==> src/rtl/riscv_timer_pkg.sv <==
// riscv_timer_pkg: shared constants and helpers for the memory-mapped machine timer.
//   - Bus widths, register offsets (decoded from addr[4:2]), CTRL bit positions,
//     prescaler width, bus FSM state type and a byte-lane merge helper.
package riscv_timer_pkg;

  localparam int unsigned RISCV_ADDR_WIDTH = 32;
  localparam int unsigned RISCV_WORD_WIDTH = 32;

  // Register offsets selected by addr[4:2]; 6 and 7 are unmapped.
  localparam logic [2:0] RegMtimeLo    = 3'd0;
  localparam logic [2:0] RegMtimeHi    = 3'd1;
  localparam logic [2:0] RegMtimecmpLo = 3'd2;
  localparam logic [2:0] RegMtimecmpHi = 3'd3;
  localparam logic [2:0] RegCtrl       = 3'd4;
  localparam logic [2:0] RegPrescale   = 3'd5;

  localparam int unsigned CtrlCntEnBit = 0;
  localparam int unsigned CtrlIrqEnBit = 1;

  localparam int unsigned PrescaleWidth = 16;

  typedef enum logic {StIdle, StResp} bus_state_e;

  // Replace the bytes of old_val whose write enable is set.
  function automatic logic [31:0] merge_bytes(input logic [31:0] old_val,
                                              input logic [31:0] wdata,
                                              input logic [3:0]  we);
    logic [31:0] res;
    res = old_val;
    for (int b = 0; b < 4; b++) begin
      if (we[b]) res[8*b +: 8] = wdata[8*b +: 8];
    end
    return res;
  endfunction

endpackage

==> src/rtl/timer_prescaler.sv <==
// timer_prescaler: divides enabled cycles into a one-cycle tick every div_i+1 enabled cycles.
// Only present in builds with RISCV_TIMER_PRESCALER_EN defined.
//   clk     - clock
//   rst     - asynchronous active-high reset
//   en_i    - count enable; cycles with en_i=0 are not counted
//   div_i   - divisor minus one (0 gives a tick every enabled cycle)
//   clr_i   - restart the division from zero
//   tick_o  - one-cycle tick
`ifdef RISCV_TIMER_PRESCALER_EN
module timer_prescaler #(
  parameter int unsigned Width = 16
) (
  input  logic             clk,
  input  logic             rst,
  input  logic             en_i,
  input  logic [Width-1:0] div_i,
  input  logic             clr_i,
  output logic             tick_o
);

  logic [Width-1:0] cnt_q, cnt_d;

  assign tick_o = en_i && (cnt_q == div_i);

  always_comb begin
    cnt_d = cnt_q;
    if (clr_i || tick_o) begin
      cnt_d = '0;
    end else if (en_i) begin
      cnt_d = cnt_q + {{(Width-1){1'b0}}, 1'b1};
    end
  end

  always_ff @(posedge clk or posedge rst) begin
    if (rst) cnt_q <= '0;
    else     cnt_q <= cnt_d;
  end

endmodule
`endif

==> src/rtl/riscv_timer.sv <==
// riscv_timer: memory-mapped 64-bit machine timer (mtime / mtimecmp) with level interrupt.
// Optional feature macro: RISCV_TIMER_PRESCALER_EN (adds the PRESCALE register and divider;
// without it mtime ticks every enabled cycle and PRESCALE reads 0).
//   clk      - clock
//   rst      - asynchronous active-high reset
//   valid_i  - bus request, held until ready_o
//   ready_o  - one-cycle completion pulse, one cycle after the request is accepted
//   addr_i   - byte address, addr_i[4:2] selects the register
//   wdata_i  - write data
//   we_i     - byte write enables, all zero is a read
//   rdata_o  - read data, zero unless ready_o
//   irq_o    - registered timer interrupt: irq_en && mtime >= mtimecmp
module riscv_timer
  import riscv_timer_pkg::*;
#(
  parameter logic [63:0] RESET_CMP = 64'hFFFF_FFFF_FFFF_FFFF
) (
  input  logic                        clk,
  input  logic                        rst,
  input  logic                        valid_i,
  output logic                        ready_o,
  input  logic [RISCV_ADDR_WIDTH-1:0] addr_i,
  input  logic [RISCV_WORD_WIDTH-1:0] wdata_i,
  input  logic [3:0]                  we_i,
  output logic [RISCV_WORD_WIDTH-1:0] rdata_o,
  output logic                        irq_o
);

  bus_state_e  state_q, state_d;
  logic [63:0] mtime_q, mtime_d;
  logic [63:0] mtimecmp_q, mtimecmp_d;
  logic [1:0]  ctrl_q, ctrl_d;
  logic [31:0] rdata_q, rdata_d;
  logic        irq_q, irq_d;

  logic [2:0]  reg_sel;
  logic        accept;
  logic        wr_en;
  logic        tick;
  logic [31:0] rd_val;
  logic [31:0] prescale_rd;

  logic unused_addr;
  assign unused_addr = ^{addr_i[RISCV_ADDR_WIDTH-1:5], addr_i[1:0]};

  assign reg_sel = addr_i[4:2];
  assign accept  = (state_q == StIdle) && valid_i;
  assign wr_en   = accept && (we_i != 4'b0000);

`ifdef RISCV_TIMER_PRESCALER_EN
  logic [PrescaleWidth-1:0] prescale_q, prescale_d;
  logic                     prescale_wr;

  assign prescale_wr = wr_en && (reg_sel == RegPrescale);
  assign prescale_rd = {{(32-PrescaleWidth){1'b0}}, prescale_q};

  // Division restarts on any PRESCALE write and while counting is disabled.
  timer_prescaler #(
    .Width(PrescaleWidth)
  ) u_prescaler (
    .clk   (clk),
    .rst   (rst),
    .en_i  (ctrl_q[CtrlCntEnBit]),
    .div_i (prescale_q),
    .clr_i (prescale_wr || !ctrl_q[CtrlCntEnBit]),
    .tick_o(tick)
  );

  always_comb begin
    prescale_d = prescale_q;
    if (prescale_wr) begin
      for (int b = 0; b < PrescaleWidth / 8; b++) begin
        if (we_i[b]) prescale_d[8*b +: 8] = wdata_i[8*b +: 8];
      end
    end
  end

  always_ff @(posedge clk or posedge rst) begin
    if (rst) prescale_q <= '0;
    else     prescale_q <= prescale_d;
  end
`else
  assign tick        = ctrl_q[CtrlCntEnBit];
  assign prescale_rd = '0;
`endif

  // Read mux over the pre-write register values.
  always_comb begin
    rd_val = '0;
    case (reg_sel)
      RegMtimeLo:    rd_val = mtime_q[31:0];
      RegMtimeHi:    rd_val = mtime_q[63:32];
      RegMtimecmpLo: rd_val = mtimecmp_q[31:0];
      RegMtimecmpHi: rd_val = mtimecmp_q[63:32];
      RegCtrl:       rd_val = {30'b0, ctrl_q};
      RegPrescale:   rd_val = prescale_rd;
      default:       rd_val = '0;
    endcase
  end

  always_comb begin
    state_d    = state_q;
    mtime_d    = mtime_q + {63'b0, tick};
    mtimecmp_d = mtimecmp_q;
    ctrl_d     = ctrl_q;
    rdata_d    = accept ? rd_val : '0;
    irq_d      = ctrl_q[CtrlIrqEnBit] && (mtime_q >= mtimecmp_q);

    unique case (state_q)
      StIdle:  if (valid_i) state_d = StResp;
      StResp:  state_d = StIdle;
      default: state_d = StIdle;
    endcase

    // A write to either mtime half replaces the tick: the other half keeps its pre-tick value.
    if (wr_en) begin
      case (reg_sel)
        RegMtimeLo:    mtime_d = {mtime_q[63:32], merge_bytes(mtime_q[31:0], wdata_i, we_i)};
        RegMtimeHi:    mtime_d = {merge_bytes(mtime_q[63:32], wdata_i, we_i), mtime_q[31:0]};
        RegMtimecmpLo: mtimecmp_d[31:0]  = merge_bytes(mtimecmp_q[31:0], wdata_i, we_i);
        RegMtimecmpHi: mtimecmp_d[63:32] = merge_bytes(mtimecmp_q[63:32], wdata_i, we_i);
        RegCtrl:       if (we_i[0]) ctrl_d = wdata_i[1:0];
        default:       ;
      endcase
    end
  end

  always_ff @(posedge clk or posedge rst) begin
    if (rst) begin
      state_q    <= StIdle;
      mtime_q    <= '0;
      mtimecmp_q <= RESET_CMP;
      ctrl_q     <= '0;
      rdata_q    <= '0;
      irq_q      <= 1'b0;
    end else begin
      state_q    <= state_d;
      mtime_q    <= mtime_d;
      mtimecmp_q <= mtimecmp_d;
      ctrl_q     <= ctrl_d;
      rdata_q    <= rdata_d;
      irq_q      <= irq_d;
    end
  end

  assign ready_o = (state_q == StResp);
  assign rdata_o = rdata_q;
  assign irq_o   = irq_q;

endmodule
==> config.mk <==
export PLATFORM = sky130hd
export DESIGN_NAME = riscv_timer
export DESIGN_NICKNAME = d
export VERILOG_FILES = /design/src/rtl/riscv_timer_pkg.sv /design/src/rtl/timer_prescaler.sv /design/src/rtl/riscv_timer.sv
export SDC_FILE = /design/constraint.sdc
export NUM_CORES = 1
export LEC_CHECK = 0
export ABC_AREA = 0
export BUFFER_PORTS_ARGS = -buffer_cell sky130_fd_sc_hd__buf_2
export CAP_MARGIN = 10
export CORE_MARGIN = 5
export CORE_UTILIZATION = 65
export DETAILED_ROUTE_END_ITERATION = 16
export PLACE_DENSITY_LB_ADDON = 0.05
export SYNTH_ARGS = -nofsm -noshare
export SYNTH_HDL_FRONTEND = slang
export SYNTH_HIERARCHICAL = 1
export SYNTH_SLANG_ARGS = --single-unit
export TNS_END_PERCENT = 20
==> constraint.sdc <==
create_clock -name clk -period 6.7 [get_ports clk]
set_input_delay 0 -clock clk [delete_from_list [all_inputs] [get_ports clk]]
set_output_delay 0 -clock clk [all_outputs]
set_load 0.02 [all_outputs]
==> out/summary.txt <==
CTS
----------------------------------------------------------------------------------
Inserted Clock Buffers                                                          17
Number of clock sinks seen by CTS                                              164
Clock latency at the later pin of the worst-skew pair                      0.43 ns
H-tree lvl count                                                                 4
Cell at the root of the clock tree                                       clkbuf_16
Post-CTS setup buffer count                                                      0
Max clock buf depth                                                              2
Clock tree from TritonCTS                                                     done
Clk slew on worst S/H paths                                                0.06 ns

SYNTHESIS
----------------------------------------------------------------------------------
Biggest area consumer among synthesized cells                              dfrtp_1
Synthesized flop and latch total                                               164
Top cell type's share of synthesized area                                    0.244
Syn Area/Cell                                                           9.32 sq um
Synthesized net count                                                         1239
Share of the yosys chip area belonging to registers                          0.407
Number of enable flip-flop cells after synthesis                                 0
Async SR Flop Fraction                                                        1.00
Count of unique library cells instantiated by Yosys                             74
Flip-flop cell with the highest count after synthesis                      dfrtp_1
Cell area after synthesis                                              10300 sq um
Main area contributors after synthesis                                dfrtp_1 (24%), dfstp_2 (16%), ha_1 (8.0%)
Instance count of the mapped netlist                                          1102
Yosys synthesis warning count                                                    6

GLOBAL ROUTING
----------------------------------------------------------------------------------
Total routing resource utilization after global routing                      0.345
Pin count of the biggest net entering global routing                            95
Remaining Overflow, GRT                                                          0
Number of global-route vias before repair                                     9078
Number of antenna violations at the first check in global routing                1
Global-route wire length before repair                                     49.1 mm

ROUTING
----------------------------------------------------------------------------------
Number of vias after detailed routing                                         9535
Routed vias/inst                                                              6.74
Violation count after the first detailed-routing iteration                    1346
DRC violations left                                                              0
Routed Antenna Nets                                                              0
Number of iterations in the first detailed-routing pass                          6
Mean routed wirelength per cell                                       22.1 microns
Detailed Route WL                                                          31.2 mm

FINISH
----------------------------------------------------------------------------------
Final Core Density                                                           0.748
Post-route standard cell area excluding fillers                        11800 sq um
Number of non-filler instances in the completed layout                        1414
Final layout net count                                                        1321
Signed area change from the synthesized netlist to the final layout          14.4%
Layout cells sized above 1                                                   0.226

POWER AND IR DROP
----------------------------------------------------------------------------------
Pwr dens                                                               307 nW/um^2
Worst-case vdd ir drop                                                      225 uV
Internal Dissipation                                                       2.34 mW
Net load switching power                                                   1.26 mW
Share of power burned in combinational logic                                 0.281
Share of power burned in registers                                           0.436
Leak Pwr                                                                   4.95 nW
Clock network power share                                                    0.284
Switching power share of the total                                           0.351

STA
----------------------------------------------------------------------------------
Period Utilization, post-route                                               0.498
Worst-margin pin slew                                                      1.12 ns
Total of endpoints with negative setup slack in the final report                 0
Worst-case headroom to the max-slew limit                                    0.254
Worst Skew                                                              0.00842 ns
Highest Clock Rate                                                         299 MHz
Max-slew violations                                                              0
Worst hold slack                                                         0.0598 ns
Sum Neg Setup Slack                                                           0 ns
Unrepaired setup endpoints after global routing                                 no
Clock period minus worst slack                                             3.34 ns
Hold violation total from the final report                                       0

FLOORPLANNING
----------------------------------------------------------------------------------
Die area                                                               18400 sq um
Width of the chip                                                      136 microns
Core footprint                                                         15700 sq um
Site Rows                                                                       46
Top-Level Pins                                                                 105
Starting density of the core                                                 0.654
DIE HEIGHT                                                             136 microns

FLOW RUN
----------------------------------------------------------------------------------
Max cap viols                                                                    0

PLACEMENT
----------------------------------------------------------------------------------
HPWL Detailed                                                              20.5 mm
GP Congestion                                                                0.954
Area of placed instances                                               10800 sq um
Number of cells in the design after placement                                 1347
Port Buffers                                                                    75

SETUP PATH
----------------------------------------------------------------------------------
Critical path class                                                   input pin to flop
Maximum fanout along the worst path                                             40
Startpoint type of the worst setup path                                  input pin
Arrival time at the worst endpoint                                         3.67 ns
Endpoint kind of the worst setup timing path                                  flop
Critical path data required time                                           7.03 ns

MIN PATH
----------------------------------------------------------------------------------
Class of the worst hold path                                          input pin to flop

RUN STATUS
----------------------------------------------------------------------------------
Result of the run                                                     finished, final reports clean

-- power groups by stage --
| stage | sequential [mW] | clock [mW] | combinational (mW) |
|---|---|---|---|
| finish | 1.57 | 1.02 | 1.01 |
| global route | 1.60 | 1.08 | 1.14 |
| CTS | 1.56 | 1.03 | 1.00 |
| detailed placement | 1.57 | 0 | 0.969 |
| global placement | 1.56 | 0 | 0.937 |
| floorplan | 1.49 | 0 | 0.735 |
-- layout make-up --
class                           count  area, sq um
Inverter                           84          320
Timing Repair Buffer              120          798
Clock inverter                     11          151
Tap cell                          216          270
Multi-Input combinational cell    797         5560
Clock buffer                       21          460
Fill cell                        1167         3960
Antenna cell                        1         2.50
Sequential cell                   164         4180
-- synthesized netlist by cell type (5+ instances only) --
| master | count |
|---|---|
| nor2_1 | 54 |
| o22a_1 | 6 |
| and2_1 | 5 |
| dfstp_2 | 64 |
| ha_1 | 66 |
| nand2_1 | 82 |
| or3_1 | 7 |
| o31ai_1 | 8 |
| and3_1 | 11 |
| a311oi_1 | 7 |
| a211oi_1 | 11 |
| nor3_1 | 26 |
| inv_1 | 83 |
| or2_2 | 5 |
| o211ai_1 | 6 |
| mux2_2 | 64 |
| a21oi_1 | 103 |
| a31oi_1 | 6 |
| o22ai_1 | 17 |
| and4_1 | 8 |
| nand3_1 | 40 |
| nand4_1 | 25 |
| nand2b_1 | 9 |
| mux2i_1 | 5 |
| nor4_1 | 14 |
| a22oi_1 | 71 |
| clkbuf_1 | 49 |
| or4_1 | 8 |
| o21ai_0 | 49 |
| dfrtp_1 | 100 |
| a22o_1 | 5 |
| a21o_1 | 10 |
-- critical path: stages --
cell,delay (ns)
dlygate4sd3_1,0.54
buf_2,0.24
or4_1,0.64
nand3_1,0.12
buf_4,0.39
nand2_1,0.77
nor4_1,0.67
nor3_1,0.09
a211oi_1,0.21
-- worst paths after layout --
| path | depth (start not counted) | endpoint | slack (ns) | startpoint |
|---|---|---|---|---|
| worst max-delay path | 9 | mtime_q[39] | 3.36 | we_i[1] |
| worst min-delay path | 3 | mtime_q[60] | 0.06 | we_i[3] |
| worst max register to register | 8 | irq_o | 3.42 | mtimecmp_q[15] |
| worst min register to register | 2 | mtimecmp_q[29] | 0.49 | mtimecmp_q[29] |
| max in group asynchronous | 4 | mtime_q[23] | 5.00 | rst |
| min in group asynchronous | 3 | rdata_o[4] | 0.28 | rst |
-- metrics by stage --
step | power, mW | setup WS (ns)
2_1_floorplan | 2.22 | 2.37
3_3_place_gp | 2.50 | 3.48
3_5_place_dp | 2.54 | 3.55
4_1_cts | 3.59 | 3.45
5_1_grt | 3.82 | 3.22
6_report | 3.61 | 3.36
-- routing by layer --
metal  up-vias  part of all wire  track usage  routed length (microns)
met5         -                 0            0                        0
met4         0             0.031        0.133                      954
met3        82              0.11       0.0806                     3560
met2       592              0.46        0.528                    14200
met1      4551              0.40        0.479                    12500
li1       4310                 -            -                        -
-- registers in the layout (all words and copies together) (netlist names) --
name,cells
mtime_q,64
mtimecmp_q,64
rdata_o,32
ctrl_q,2
irq_o,1
ready_o,1
-- layout by cell type, fill, tap and decap left out, types with 23 or more instances in the layout --
| master | count |
|---|---|
| nor3_1 | 23 |
| ha_1 | 66 |
| dlygate4sd3_1 | 34 |
| dfstp_2 | 64 |
| nand4_1 | 25 |
| a21oi_1 | 103 |
| nand3_1 | 40 |
| inv_1 | 82 |
| nor2_1 | 54 |
| mux2_2 | 64 |
| nand2_1 | 82 |
| a22oi_1 | 71 |
| o21ai_0 | 49 |
| buf_2 | 75 |
| dfrtp_1 | 100 |
-- timing repair --
item | CTS | global route
hold endpoints to repair | 164 | 0
gates resized for setup | 0 | 0
hold buffers | 34 | 0
setup endpoints to repair | 0 | 0
-- cell families (layout without fill, tap and decap cells) --
group | count (synthesis) | count (layout) | synth area share
compound gates | 338 | 338 | 0.215
simple gates | 322 | 322 | 0.167
flops | 164 | 164 | 0.407
buf+inv | 141 | 236 | 0.0532
mux | 69 | 69 | 0.0751
fa+ha+maj | 66 | 66 | 0.0804
xor+xnor | 2 | 2 | 0.00171
other cells | 0 | 1 | 0
No activity file was read; power rests on OpenSTA's default activity.
